===== config.mk =====
export PLATFORM = sky130hd
export DESIGN_NAME = load_store_unit
export DESIGN_NICKNAME = d
export VERILOG_FILES = /design/src/rtl/load_store_unit.sv
export SDC_FILE = /design/constraint.sdc
export NUM_CORES = 1
export LEC_CHECK = 0
export BUFFER_PORTS_ARGS = -buffer_cell sky130_fd_sc_hd__clkbuf_2
export CORE_MARGIN = 2
export CORE_UTILIZATION = 54
export DETAILED_ROUTE_END_ITERATION = 8
export HOLD_SLACK_MARGIN = 0.05
export PLACE_DENSITY = 0.81
export RECOVER_POWER = 25
export SLEW_MARGIN = 20
export SYNTH_ARGS = -nofsm -noshare
export SYNTH_HDL_FRONTEND = slang
export SYNTH_SLANG_ARGS = --single-unit

===== constraint.sdc =====
create_clock -name CLK -period 2.82 [get_ports CLK]
set_input_delay 0 -clock CLK [delete_from_list [all_inputs] [get_ports CLK]]
set_output_delay 0 -clock CLK [all_outputs]
set_load 0.02 [all_outputs]

===== src/rtl/load_store_unit.sv =====
// Load/store unit: accepts one RISC-V style load or store at a time, talks to a
// word-wide data memory without byte enables, and returns a one-cycle response.
//   CLK, RST              : clock, asynchronous active-low reset
//   req_valid/req_ready   : request handshake, accepted only in IDLE
//   req_we, req_funct3    : store/load select and access size/extension
//   req_addr, req_wdata   : byte address and store data (low bytes used)
//   rsp_valid, rsp_rdata  : completion pulse and extended load data
//   rsp_err               : misaligned or illegal access, valid with rsp_valid
//   mem_addr/wdata/wr     : word-aligned memory request, mem_wr pulses once per store
//   mem_rdata             : memory read data, sampled on the last READ cycle
module load_store_unit #(
    parameter int unsigned XLEN    = 64,
    parameter int unsigned MEM_LAT = 1
) (
    input  logic            CLK,
    input  logic            RST,
    input  logic            req_valid,
    output logic            req_ready,
    input  logic            req_we,
    input  logic [2:0]      req_funct3,
    input  logic [XLEN-1:0] req_addr,
    input  logic [XLEN-1:0] req_wdata,
    output logic            rsp_valid,
    output logic [XLEN-1:0] rsp_rdata,
    output logic            rsp_err,
    output logic [XLEN-1:0] mem_addr,
    output logic [XLEN-1:0] mem_wdata,
    output logic            mem_wr,
    input  logic [XLEN-1:0] mem_rdata
);

    localparam int unsigned OFFW = $clog2(XLEN / 8);
    localparam int unsigned CNTW = $clog2(MEM_LAT + 1);
    localparam int unsigned SHW  = OFFW + 3;

    typedef enum logic [1:0] {
        IDLE  = 2'd0,
        READ  = 2'd1,
        WRITE = 2'd2,
        RESP  = 2'd3
    } state_e;

    state_e            state_q, state_d;
    logic              ready_q, ready_d;
    logic              rsp_valid_q, rsp_valid_d;
    logic              rsp_err_q, rsp_err_d;
    logic [XLEN-1:0]   rsp_rdata_q, rsp_rdata_d;
    logic              mem_wr_q, mem_wr_d;
    logic [XLEN-1:0]   mem_wdata_q, mem_wdata_d;
    logic [XLEN-1:0]   addr_q, addr_d;
    logic [XLEN-1:0]   wdata_q, wdata_d;
    logic [2:0]        funct3_q, funct3_d;
    logic              we_q, we_d;
    logic [CNTW-1:0]   cnt_q, cnt_d;

    logic              accept;
    logic              misaligned;
    logic              req_err;
    logic              full_store;
    logic              last_rd;
    logic [SHW-1:0]    shamt;
    logic [XLEN-1:0]   rd_shift;
    logic [XLEN-1:0]   load_ext;
    logic [XLEN-1:0]   lane_mask;
    logic [XLEN-1:0]   merged;

    assign accept  = req_valid & ready_q;
    assign last_rd = (cnt_q == CNTW'(MEM_LAT - 1));

    // Request classification, evaluated on the incoming request at accept time
    always_comb begin
        misaligned = 1'b0;
        case (req_funct3[1:0])
            2'd0:    misaligned = 1'b0;
            2'd1:    misaligned = req_addr[0];
            2'd2:    misaligned = |req_addr[1:0];
            default: misaligned = |req_addr[2:0];
        endcase
        req_err = misaligned
                | (req_funct3 == 3'd7)
                | ((XLEN == 32) && ((req_funct3 == 3'd3) || (req_funct3 == 3'd6)))
                | (req_we && req_funct3[2]);
        full_store = req_we && ((XLEN == 64) ? (req_funct3 == 3'd3) : (req_funct3 == 3'd2));
    end

    // Byte-lane extraction for loads and lane merge for sub-width stores
    always_comb begin
        shamt    = {addr_q[OFFW-1:0], 3'b000};
        rd_shift = mem_rdata >> shamt;
        case (funct3_q)
            3'd0:    load_ext = XLEN'($signed(rd_shift[7:0]));
            3'd1:    load_ext = XLEN'($signed(rd_shift[15:0]));
            3'd2:    load_ext = XLEN'($signed(rd_shift[31:0]));
            3'd4:    load_ext = XLEN'(rd_shift[7:0]);
            3'd5:    load_ext = XLEN'(rd_shift[15:0]);
            3'd6:    load_ext = XLEN'(rd_shift[31:0]);
            default: load_ext = rd_shift;
        endcase
        case (funct3_q[1:0])
            2'd0:    lane_mask = XLEN'(8'hFF);
            2'd1:    lane_mask = XLEN'(16'hFFFF);
            2'd2:    lane_mask = XLEN'(32'hFFFF_FFFF);
            default: lane_mask = '1;
        endcase
        lane_mask = lane_mask << shamt;
        merged    = (mem_rdata & ~lane_mask) | ((wdata_q << shamt) & lane_mask);
    end

    // State and output registers
    always_ff @(posedge CLK or negedge RST) begin
        if (!RST) begin
            state_q     <= IDLE;
            ready_q     <= 1'b0;
            rsp_valid_q <= 1'b0;
            rsp_err_q   <= 1'b0;
            rsp_rdata_q <= '0;
            mem_wr_q    <= 1'b0;
            mem_wdata_q <= '0;
            addr_q      <= '0;
            wdata_q     <= '0;
            funct3_q    <= '0;
            we_q        <= 1'b0;
            cnt_q       <= '0;
        end else begin
            state_q     <= state_d;
            ready_q     <= ready_d;
            rsp_valid_q <= rsp_valid_d;
            rsp_err_q   <= rsp_err_d;
            rsp_rdata_q <= rsp_rdata_d;
            mem_wr_q    <= mem_wr_d;
            mem_wdata_q <= mem_wdata_d;
            addr_q      <= addr_d;
            wdata_q     <= wdata_d;
            funct3_q    <= funct3_d;
            we_q        <= we_d;
            cnt_q       <= cnt_d;
        end
    end

    // Next-state logic
    always_comb begin
        state_d = state_q;
        case (state_q)
            IDLE: begin
                if (accept) begin
                    if (req_err)         state_d = RESP;
                    else if (full_store) state_d = WRITE;
                    else                 state_d = READ;
                end
            end
            READ:    if (last_rd) state_d = we_q ? WRITE : RESP;
            WRITE:   state_d = RESP;
            default: state_d = IDLE;
        endcase
    end

    // Output and datapath next values; status outputs follow the next state so
    // they line up with the state they describe
    always_comb begin
        ready_d     = (state_d == IDLE);
        rsp_valid_d = (state_d == RESP);
        mem_wr_d    = (state_d == WRITE);
        rsp_err_d   = 1'b0;
        rsp_rdata_d = rsp_rdata_q;
        mem_wdata_d = mem_wdata_q;
        addr_d      = addr_q;
        wdata_d     = wdata_q;
        funct3_d    = funct3_q;
        we_d        = we_q;
        cnt_d       = cnt_q;
        case (state_q)
            IDLE: begin
                if (accept) begin
                    addr_d      = req_addr;
                    wdata_d     = req_wdata;
                    funct3_d    = req_funct3;
                    we_d        = req_we;
                    cnt_d       = '0;
                    mem_wdata_d = req_wdata;
                    if (req_err) begin
                        rsp_err_d   = 1'b1;
                        rsp_rdata_d = '0;
                    end
                end
            end
            READ: begin
                cnt_d = cnt_q + CNTW'(1);
                if (last_rd) begin
                    if (we_q) mem_wdata_d = merged;
                    else      rsp_rdata_d = load_ext;
                end
            end
            WRITE:   rsp_rdata_d = '0;
            default: ;
        endcase
    end

    assign req_ready = ready_q;
    assign rsp_valid = rsp_valid_q;
    assign rsp_err   = rsp_err_q;
    assign rsp_rdata = rsp_rdata_q;
    assign mem_wr    = mem_wr_q;
    assign mem_wdata = mem_wdata_q;
    assign mem_addr  = {addr_q[XLEN-1:OFFW], {OFFW{1'b0}}};

endmodule


==> results of run 1 <==
-- layer usage --
metal,global-route usage [%],vias up,wire [microns]
met2,61.1,1089,27000
li1,-,6366,-
met5,0,-,13
met1,49.0,7174,21700
met3,9.82,287,6770
met4,23.4,2,4320
-- area by class of cell --
type                            count  area share [%]
Inverter                            7           0.128
Multi-Input combinational cell   1012            37.7
Timing Repair Buffer              649            22.0
Clock buffer                       39            4.10
Tap cell                          384            2.33
Antenna cell                        3          0.0364
Sequential cell                   267            32.5
Clock inverter                     16            1.32
-- state kept, by name (all words and copies together), names as in the netlist --
signal,cells
rsp_err,1
wdata_q,64
addr_q,64
rsp_rdata,64
cnt_q,1
mem_wr,1
rsp_valid,1
state_q,2
req_ready,1
funct3_q,3
mem_wdata,64
we_q,1
-- placed cells by master (no fill, tap or decap), types with 47 or more instances in the layout --
master	synthesis	final
mux2_2	178	178
o211ai_1	48	48
dfrtp_1	267	264
nand2_1	145	145
a21oi_1	81	81
buf_4	79	47
dlygate4sd3_1	0	196
mux2i_1	132	132
clkbuf_2	1	391
o21ai_0	129	129
-- critical path, delay by kind of cell, from the launching register on --
family,cells,cell delay [ns]
and+or+nand+nor,1,0.18
adders and majority gates,1,0.21
DFF,1,0.41
buffers and inverters,3,0.86
AOI/OAI and AO/OA,2,0.72
-- worst paths after layout --
check,from,to,cells after the start
worst max-delay path,state_q[1]$_DFF_PN0_,mem_wdata[49]$_DFFE_PN0P_,7
worst min-delay path,mem_rdata[5],mem_wdata[5]$_DFFE_PN0P_,5
worst max register to register,state_q[1]$_DFF_PN0_,mem_wdata[49]$_DFFE_PN0P_,7
worst min register to register,rsp_rdata[15]$_DFFE_PN0P_,rsp_rdata[15]$_DFFE_PN0P_,2
max in group asynchronous,RST,addr_q[17]$_DFFE_PN0P_,3
min in group asynchronous,RST,mem_wdata[42]$_DFFE_PN0P_,3
-- logic make-up after synthesis --
group	Yosys count	synth area share [%]
buffers and inverters	195	7.24
DFF	267	43.0
and+or+nand+nor	245	7.16
muxes	325	23.6
adders and majority gates	4	0.322
other	1	0.0242
AOI/OAI and AO/OA	435	18.6
-- timing repair --
action | 4_1_cts | 5_1_grt
hold buffers | 197 | 0
setup buffers | 0 | 0
endpoints found under the hold margin | 483 | 0
-- report_power, final --
part | switching, mW | internal [mW]
Combinational | 9.41 | 6.22
Clock | 1.64 | 2.74
Sequential | 1.79 | 5.67
-- per-stage QoR --
step	setup WS [ns]	utilization [%]	instance area, sq um	std cells	power (mW)
after floorplan	0.677	-	15500	1474	17.8
after global placement	0.437	61.6	17500	2122	21.8
after detailed placement	0.350	61.6	17500	2122	22.2
after CTS	0.332	72.5	20700	2374	26.8
after global routing	0.0855	72.4	20600	2375	28.7
final	0.233	72.4	20600	2377	27.5
==> results.md, run 1 <==
- Outcome: finished, violations left
- Failing checks: capacitance limit, slew limit
- Most frequent cell after synthesis: dfrtp_1
- # clock sinks: 267
- Die ar.: 30100 sq um
- Slowest cell on crit path: o21ai_0
- GRT Total Usage: 39.0%
- ANT nets after route: 0
- Post_cts resized: 0
- VDD IR max: 0.801 mV
- Final WL: 59900 microns
- Ports: around 400
- Kind of critical path: flop to flop
- Die width: 174 microns
- Pin count of the biggest net entering global routing: 97
- Multi-input gate area: roughly 7800 sq um
- Initial core utilization: 54.5%
- Cells after synthesis: 1472
- Critical path cell sequence: inv_1, ha_2, buf_4, buf_4, nand2_1, a2bb2oi_1, o21ai_0
- Worst setup skew after layout: 0.0128 ns
- Hold/Removal Path Class: input pin to flop
- Port bufs: 391
- CP dominant cell by count: buf_4
- Gr ovfl total: 0
- Post-Route Setup TNS: 0 ns
- CTS tree: yes
- Post-synth EDFFs: 0
- Final period utilization: 91.7%
- First-pass GRT wire length: 90400 microns
- Top cell type's share of synthesized area: 43.0%
- Final Slew Violations: 122
- Max stage delay on crit path: around 0.53 ns
- CTS Buf Count: 30
- Sequential-to-total area share from yosys stat: 43.0%
- Leading area contributor after synthesis: dfrtp_1
- CP Launch Type: flop
- R2r setup slk: 0.23 ns
- Hpwl dp: 40400 microns
- Most common library cells after synthesis: dfrtp_1, mux2_2, nand2_1
- Layout cells sized above 1: 37.0%
- # rows: 62
- Element type at the critical path end: flop
- Root buf cell: clkbuf_16
- Clk slew on worst S/H paths: roughly 0.06 ns
- GPL Wtd Cong: 1.00
- CP arrival: around 3.0 ns
- Power per cell area: 1330 nW/um^2
- Final Hold Slack: roughly 0.08 ns
- Async set or reset register ratio after synthesis: 100%
- Crit-path max FO: between 40 and 50
- Worst slew pin tran: approximately 2.0 ns
- Fmax achieved: 387 MHz
- Synth Register Bits: 267
- Die Ht: 174 microns
- Period minus WS final: 2.59 ns
- Post-Syn Area: 15500 sq um
- Final setup violation count: 0
- Initial antenna violation count: 2
- Worst slew margin: -32.7%
- WP data required: 3.22 ns
- Number of max-cap violations: 2
- Distinct cell type count after synthesis: 65
- Clock tree buffer depth: 3
- Via-to-Cell Ratio: between 6 and 7
- Vias in the first global route: 15100
- Max H-tree Level: 1
- Via count: 14900
- Clock latency on the worst-skew pair: approximately 0.57 ns
- Sequential cell area: 6690 sq um
- Routed len/inst: 25.2 microns
- Core footprint: 28500 sq um
- YS warnings: 0
- Fill cell count: 2008
- Most frequently used flop master after synthesis: dfrtp_1
- LEAKAGE: 9.46 nW
- Initial drt markers: 1743
- Nets@finish: 2170
- Syn_area_per_cell: 10.5 sq um
- Final Hold Vio Count: 0
- Leading post-synthesis cells by cell area: dfrtp_1, mux2_2, mux2i_1
- 1st-pass router iterations: 9
- Unrepaired setup endpoints after global routing: false
- DR DRC count: 0
- Syn-to-layout area delta: 32.8%
Power figures use the tool's default switching activity.
==> run 2, diff against run 1 <==
==> constraint.sdc (replaced) <==
create_clock -name CLK -period 2.82 [get_ports CLK]
set_input_delay 0.423 -clock CLK [delete_from_list [all_inputs] [get_ports CLK]]
set_output_delay 0.423 -clock CLK [all_outputs]
set_load 0.02 [all_outputs]
==> results.md, run 2 (same netlist as run 1, synthesis figures left out) <==
- Outcome: finished, violations left
- Failing checks: capacitance limit, slew limit
- Fill cell count: 2292
- Worst slew margin: -5.87%
- ANT nets after route: 0
- Ports: just under 400
- Post-Route Setup TNS: 0 ns
- Root buf cell: clkbuf_16
- Final Slew Violations: 55
- Crit-path max FO: 45
- # rows: 62
- Switching Fraction: approximately 46%
- Clock tree buffer depth: 3
- Layout cells sized above 1: 41.0%
- CTS Buf Count: 29
- Worst Setup SP: state_q[0]$_DFF_PN0_
- Worst slew pin tran: 1.59 ns
- Power share of the combinational group: 56.3%
- Routed len/inst: approximately 25 microns
- Syn-to-layout area delta: 20.1%
- Final design utilization: approximately two thirds
- Die width: 174 microns
- Clock latency on the worst-skew pair: roughly 0.58 ns
- GPL Wtd Cong: 0.992
- Max H-tree Level: 1
- Internal: roughly 14 mW
- Port bufs: between 300 and 400
- Period minus WS final: about 2.5 ns
- Power per cell area: 1440 nW/um^2
- Die Ht: around 170 microns
- VDD IR max: approximately 0.74 mV
- CP Capture Point: rsp_rdata[57]$_DFFE_PN0P_
- DR DRC count: 0
- Final setup violation count: 0
- Via count: about 14000
- Clk slew on worst S/H paths: 0.06 ns
- Initial drt markers: 1566
- WP data required: 3.28 ns
- Seq pwr share: 27.3%
- Initial core utilization: a little over half
- First-pass GRT wire length: about 80000 microns
- Hold/Removal Path Class: input pin to flop
- Placed insts: 2123
- Hold depth: 2
- Pin count of the biggest net entering global routing: about 100
- CTS tree: yes
- Core footprint: 28500 sq um
- Clock power share: between 15 and 20%
- Final WL: 53800 microns
- Commonest non-fill, non-tap cell in the layout: clkbuf_2
- Final Hold Vio Count: 0
- Nets@finish: a little under 2000
- # clock sinks: about 270
- Length in cells of the worst reg-to-reg path: 8
- Fmax achieved: 394 MHz
- 1st-pass router iterations: 5
- Element type at the critical path end: flop
- Via-to-Cell Ratio: 6.33
- Unrepaired setup endpoints after global routing: false
- Highest-count cells in the layout ignoring fill and taps: clkbuf_2, dfrtp_1, mux2_2, nand2_1, mux2i_1
- P_sw: about 12 mW
- Number of max-cap violations: 1
- LEAKAGE: 8.64 nW
- Total power: around 27 mW
- Gr ovfl total: 0
- Kind of critical path: flop to flop
- R2r setup slk: 0.28 ns
- Initial antenna violation count: 6
- CP Launch Type: flop
- GRT Total Usage: around a third
- Die ar.: 30100 sq um
- Worst reg2reg path startpoint: state_q[0]$_DFF_PN0_
- Post-route insts no fill: 2183
- R2R Path End: rsp_rdata[57]$_DFFE_PN0P_
- Final period utilization: between 80 and 90%
- Hpwl dp: 39800 microns
- Worst setup skew after layout: about 0.017 ns
- Vias in the first global route: roughly 13000
- CP arrival: ~3.0 ns
run 2: cell count changes in the layout (fill, tap and decap cells not counted), sizes merged:
cell | previous run | this run
buf | 60 | 62
bufinv | 7 | 8
clkbuf | 432 | 429
clkinv | 8 | 5
clkinvlp | 1 | 2
diode | 3 | 5
dlygate4sd3 | 196 | 1
inv | 7 | 8
run 2: power groups by stage:
| stage | clock, mW | sequential, mW | combinational, mW |
|---|---|---|---|
| 2_1_floorplan | 0 | 7.55 | 10.2 |
| 3_3_place_gp | 0 | 7.22 | 14.5 |
| 3_5_place_dp | 0 | 7.30 | 14.8 |
| 4_1_cts | 4.45 | 7.27 | 14.9 |
| 5_1_grt | 4.58 | 7.52 | 16.1 |
| 6_report | 4.41 | 7.36 | 15.2 |
run 2: what timing repair did:
item | CTS | global route
hold endpoints to repair | 53 | 0
setup buffers | 0 | 0
resized for setup | 0 | 0
hold buffers | 1 | 0
run 2: worst min path at each step:
stage / to / slack (ns) / from
after global routing: addr_q[53]$_DFFE_PN0P_ / 0.07 / req_addr[53]
after global placement: wdata_q[27]$_DFFE_PN0P_ / 0.38 / RST
final: addr_q[43]$_DFFE_PN0P_ / 0.07 / req_addr[43]
after detailed placement: wdata_q[58]$_DFFE_PN0P_ / 0.39 / RST
after CTS: addr_q[10]$_DFFE_PN0P_ / 0.06 / req_addr[10]
after floorplan: addr_q[0]$_DFFE_PN0P_ / 0.13 / RST
run 2: critical path, cell delays in order (launching register included):
cell	delay [ns]
dfrtp_1	0.40
inv_1	0.11
ha_1	0.39
a2bb2oi_1	0.24
nand2_1	0.13
a221o_2	0.32
or2_1	0.21
buf_4	0.27
o31ai_1	0.33
run 2: per-stage QoR:
step           setup slack, ns  area (sq um)  hold WS [ns]
2_1_floorplan            0.677         15500         0.127
3_3_place_gp             0.418         17500         0.383
3_5_place_dp             0.328         17500         0.386
4_1_cts                  0.304         18600        0.0586
5_1_grt                 0.0972         18600        0.0738
6_report                 0.284         18600        0.0748
run 2: layout make-up:
type | instances | area [sq um] | share of cell area, %
sequential | 267 | 6690 | 35.9
clock inverter | 16 | 300 | 1.61
clock buffer | 38 | 810 | 4.34
inverter | 7 | 26.3 | 0.141
tap | 384 | 480 | 2.58
timing repair buffer | 454 | 2560 | 13.7
multi-input combinational | 1012 | 7760 | 41.6
antenna | 5 | 12.5 | 0.0671
run 2: metal layers:
layer | up-vias | global-route usage (%) | routed length (microns)
met5 | - | 0 | 13
met3 | 202 | 7.37 | 5790
li1 | 5945 | - | -
met2 | 970 | 53.3 | 24200
met4 | 2 | 20.3 | 3520
met1 | 6705 | 45.4 | 20300
==> run 3, diff against run 2 <==
BUFFER_PORTS_ARGS = -buffer_cell sky130_fd_sc_hd__buf_4   (was -buffer_cell sky130_fd_sc_hd__clkbuf_2)
==> results.md, run 3 (same netlist as run 1, synthesis figures left out) <==
- Internal: 14.9 mW
- Clock latency on the worst-skew pair: 0.57 ns
- Hpwl dp: roughly 41000 microns
- Nets@finish: 1977
- Highest-count cells in the layout ignoring fill and taps: buf_4, dfrtp_1, mux2_2, nand2_1, mux2i_1
- Root buf cell: clkbuf_16
- Failing checks: capacitance limit, slew limit
- Fmax achieved: 396 MHz
- GPL Wtd Cong: 1.02
- LEAKAGE: 8.87 nW
- Clock tree buffer depth: 3
- # rows: 62
- Unrepaired setup endpoints after global routing: false
- Syn-to-layout area delta: 25.8%
- Kind of critical path: flop to flop
- Gr ovfl total: 0
- CP Launch Type: flop
- Vias in the first global route: approximately 14000
- Total power: between 20 and 30 mW
- Die Ht: 174 microns
- Layout cells sized above 1: approximately two fifths
- Seq pwr share: 27.1%
- Element type at the critical path end: flop
- Port bufs: 391
- Post_cts resized: 0
- Worst slew margin: -14.2%
- CTS Buf Count: 29
- Power share of the combinational group: 58.3%
- CP arrival: 2.93 ns
- VDD IR max: between 0.7 and 0.8 mV
- Ports: 395
- Final period utilization: 89.5%
- Commonest non-fill, non-tap cell in the layout: buf_4
- Post-CTS Repair Setup Buffers: 0
- P_sw: about 12 mW
- CTS tree: yes
- Worst slew pin tran: 1.71 ns
- Max H-tree Level: 1
- Pin count of the biggest net entering global routing: 81
- # clock sinks: ~270
- 1st-pass router iterations: 6
- DR DRC count: 0
- Period minus WS final: 2.52 ns
- Initial antenna violation count: 3
- Switching Fraction: a little under half
- Outcome: finished, violations left
- Initial core utilization: 54.5%
- Power per cell area: 1400 nW/um^2
- ANT nets after route: 0
- Die ar.: 30100 sq um
- Worst setup skew after layout: 0.0221 ns
- Number of max-cap violations: 1
- Core footprint: around 28000 sq um
- Final WL: approximately 55000 microns
- Initial drt markers: ~1700
- Final Slew Violations: 56
- Post-Route Setup TNS: 0 ns
- Final worst slack: around 0.30 ns
- GRT Total Usage: 35.9%
- Via count: between 10000 and 15000
- WP data required: about 3.2 ns
- Final Hold Vio Count: 0
- Final setup violation count: 0
- Routed len/inst: around 25 microns
- Clk slew on worst S/H paths: roughly 0.06 ns
- Crit-path max FO: 33
- Final design utilization: approximately two thirds
- Clock power share: 14.6%
- Worst slack, placed: between 0.3 and 0.4 ns
- Die width: 174 microns
- First-pass GRT wire length: 82800 microns
- Hold/Removal Path Class: input pin to flop
- Via-to-Cell Ratio: 6.33
-- run 3: cell count changes in the layout (fill, tap and decap cells not counted), moves of 2 or more --
cell / previous run / this run
buf_4: 51 / 443
clkbuf_2: 391 / 2
bufinv_16: 8 / 4
diode_2: 5 / 3
clkbuf_1: 4 / 6
-- run 3: area by class of cell --
type	count	area (sq um)
Fill cell	2218	8950
Sequential cell	267	6690
Clock inverter	11	176
Antenna cell	3	7.51
Multi-Input combinational cell	1012	7760
Inverter	7	26.3
Timing Repair Buffer	457	3570
Clock buffer	40	817
Tap cell	384	480
-- run 3: metrics by stage --
step / hold WS (ns) / cells / instance area (sq um)
2_1_floorplan: 0.127 / 1474 / 15500
3_3_place_gp: 0.404 / 2126 / 18500
6_report: 0.0915 / 2181 / 19500
4_1_cts: 0.0793 / 2178 / 19500
3_5_place_dp: 0.402 / 2126 / 18500
5_1_grt: 0.0828 / 2180 / 19500
-- run 3: per-layer routing --
layer	share of wire, %	vias up	track usage, %
li1	-	5960	-
met1	37	6740	46.3
met2	45	939	55.3
met3	12	173	9.47
met4	6.0	0	19.7
met5	0	-	0
-- run 3: worst max-delay path, cell delays in order (launching register included) --
cell,delay [ns]
dfrtp_4,0.65
nor2_1,0.69
o21ai_0,0.23
o21a_1,0.30
a311oi_1,0.39
o31ai_1,0.10
-- run 3: power groups by stage --
stage / sequential (mW) / clock [mW] / combinational, mW
floorplan: 7.55 / 0 / 10.2
global placement: 7.28 / 0 / 15.4
detailed placement: 7.36 / 0 / 15.7
CTS: 7.32 / 4.03 / 15.7
global route: 7.57 / 4.18 / 16.9
finish: 7.40 / 3.98 / 15.9
-- run 3: worst paths after layout --
| kind | cells after the start | slack (ns) | from | to |
|---|---|---|---|---|
| max | 5 | 0.30 | addr_q[1]$_DFFE_PN0P_ | mem_wdata[39]$_DFFE_PN0P_ |
| min | 2 | 0.09 | req_addr[3] | addr_q[3]$_DFFE_PN0P_ |
| max reg2reg | 5 | 0.30 | addr_q[1]$_DFFE_PN0P_ | mem_wdata[39]$_DFFE_PN0P_ |
| min reg2reg | 2 | 0.48 | rsp_rdata[15]$_DFFE_PN0P_ | rsp_rdata[15]$_DFFE_PN0P_ |
| max in group asynchronous | 2 | 0.71 | RST | addr_q[1]$_DFFE_PN0P_ |
| min in group asynchronous | 2 | 0.84 | RST | wdata_q[41]$_DFFE_PN0P_ |
-- run 3: timing repair --
item / 4_1_cts / 5_1_grt
endpoints found under the hold margin: 54 / 0
endpoints found under the setup margin: 0 / 0
hold buffers: 1 / 0
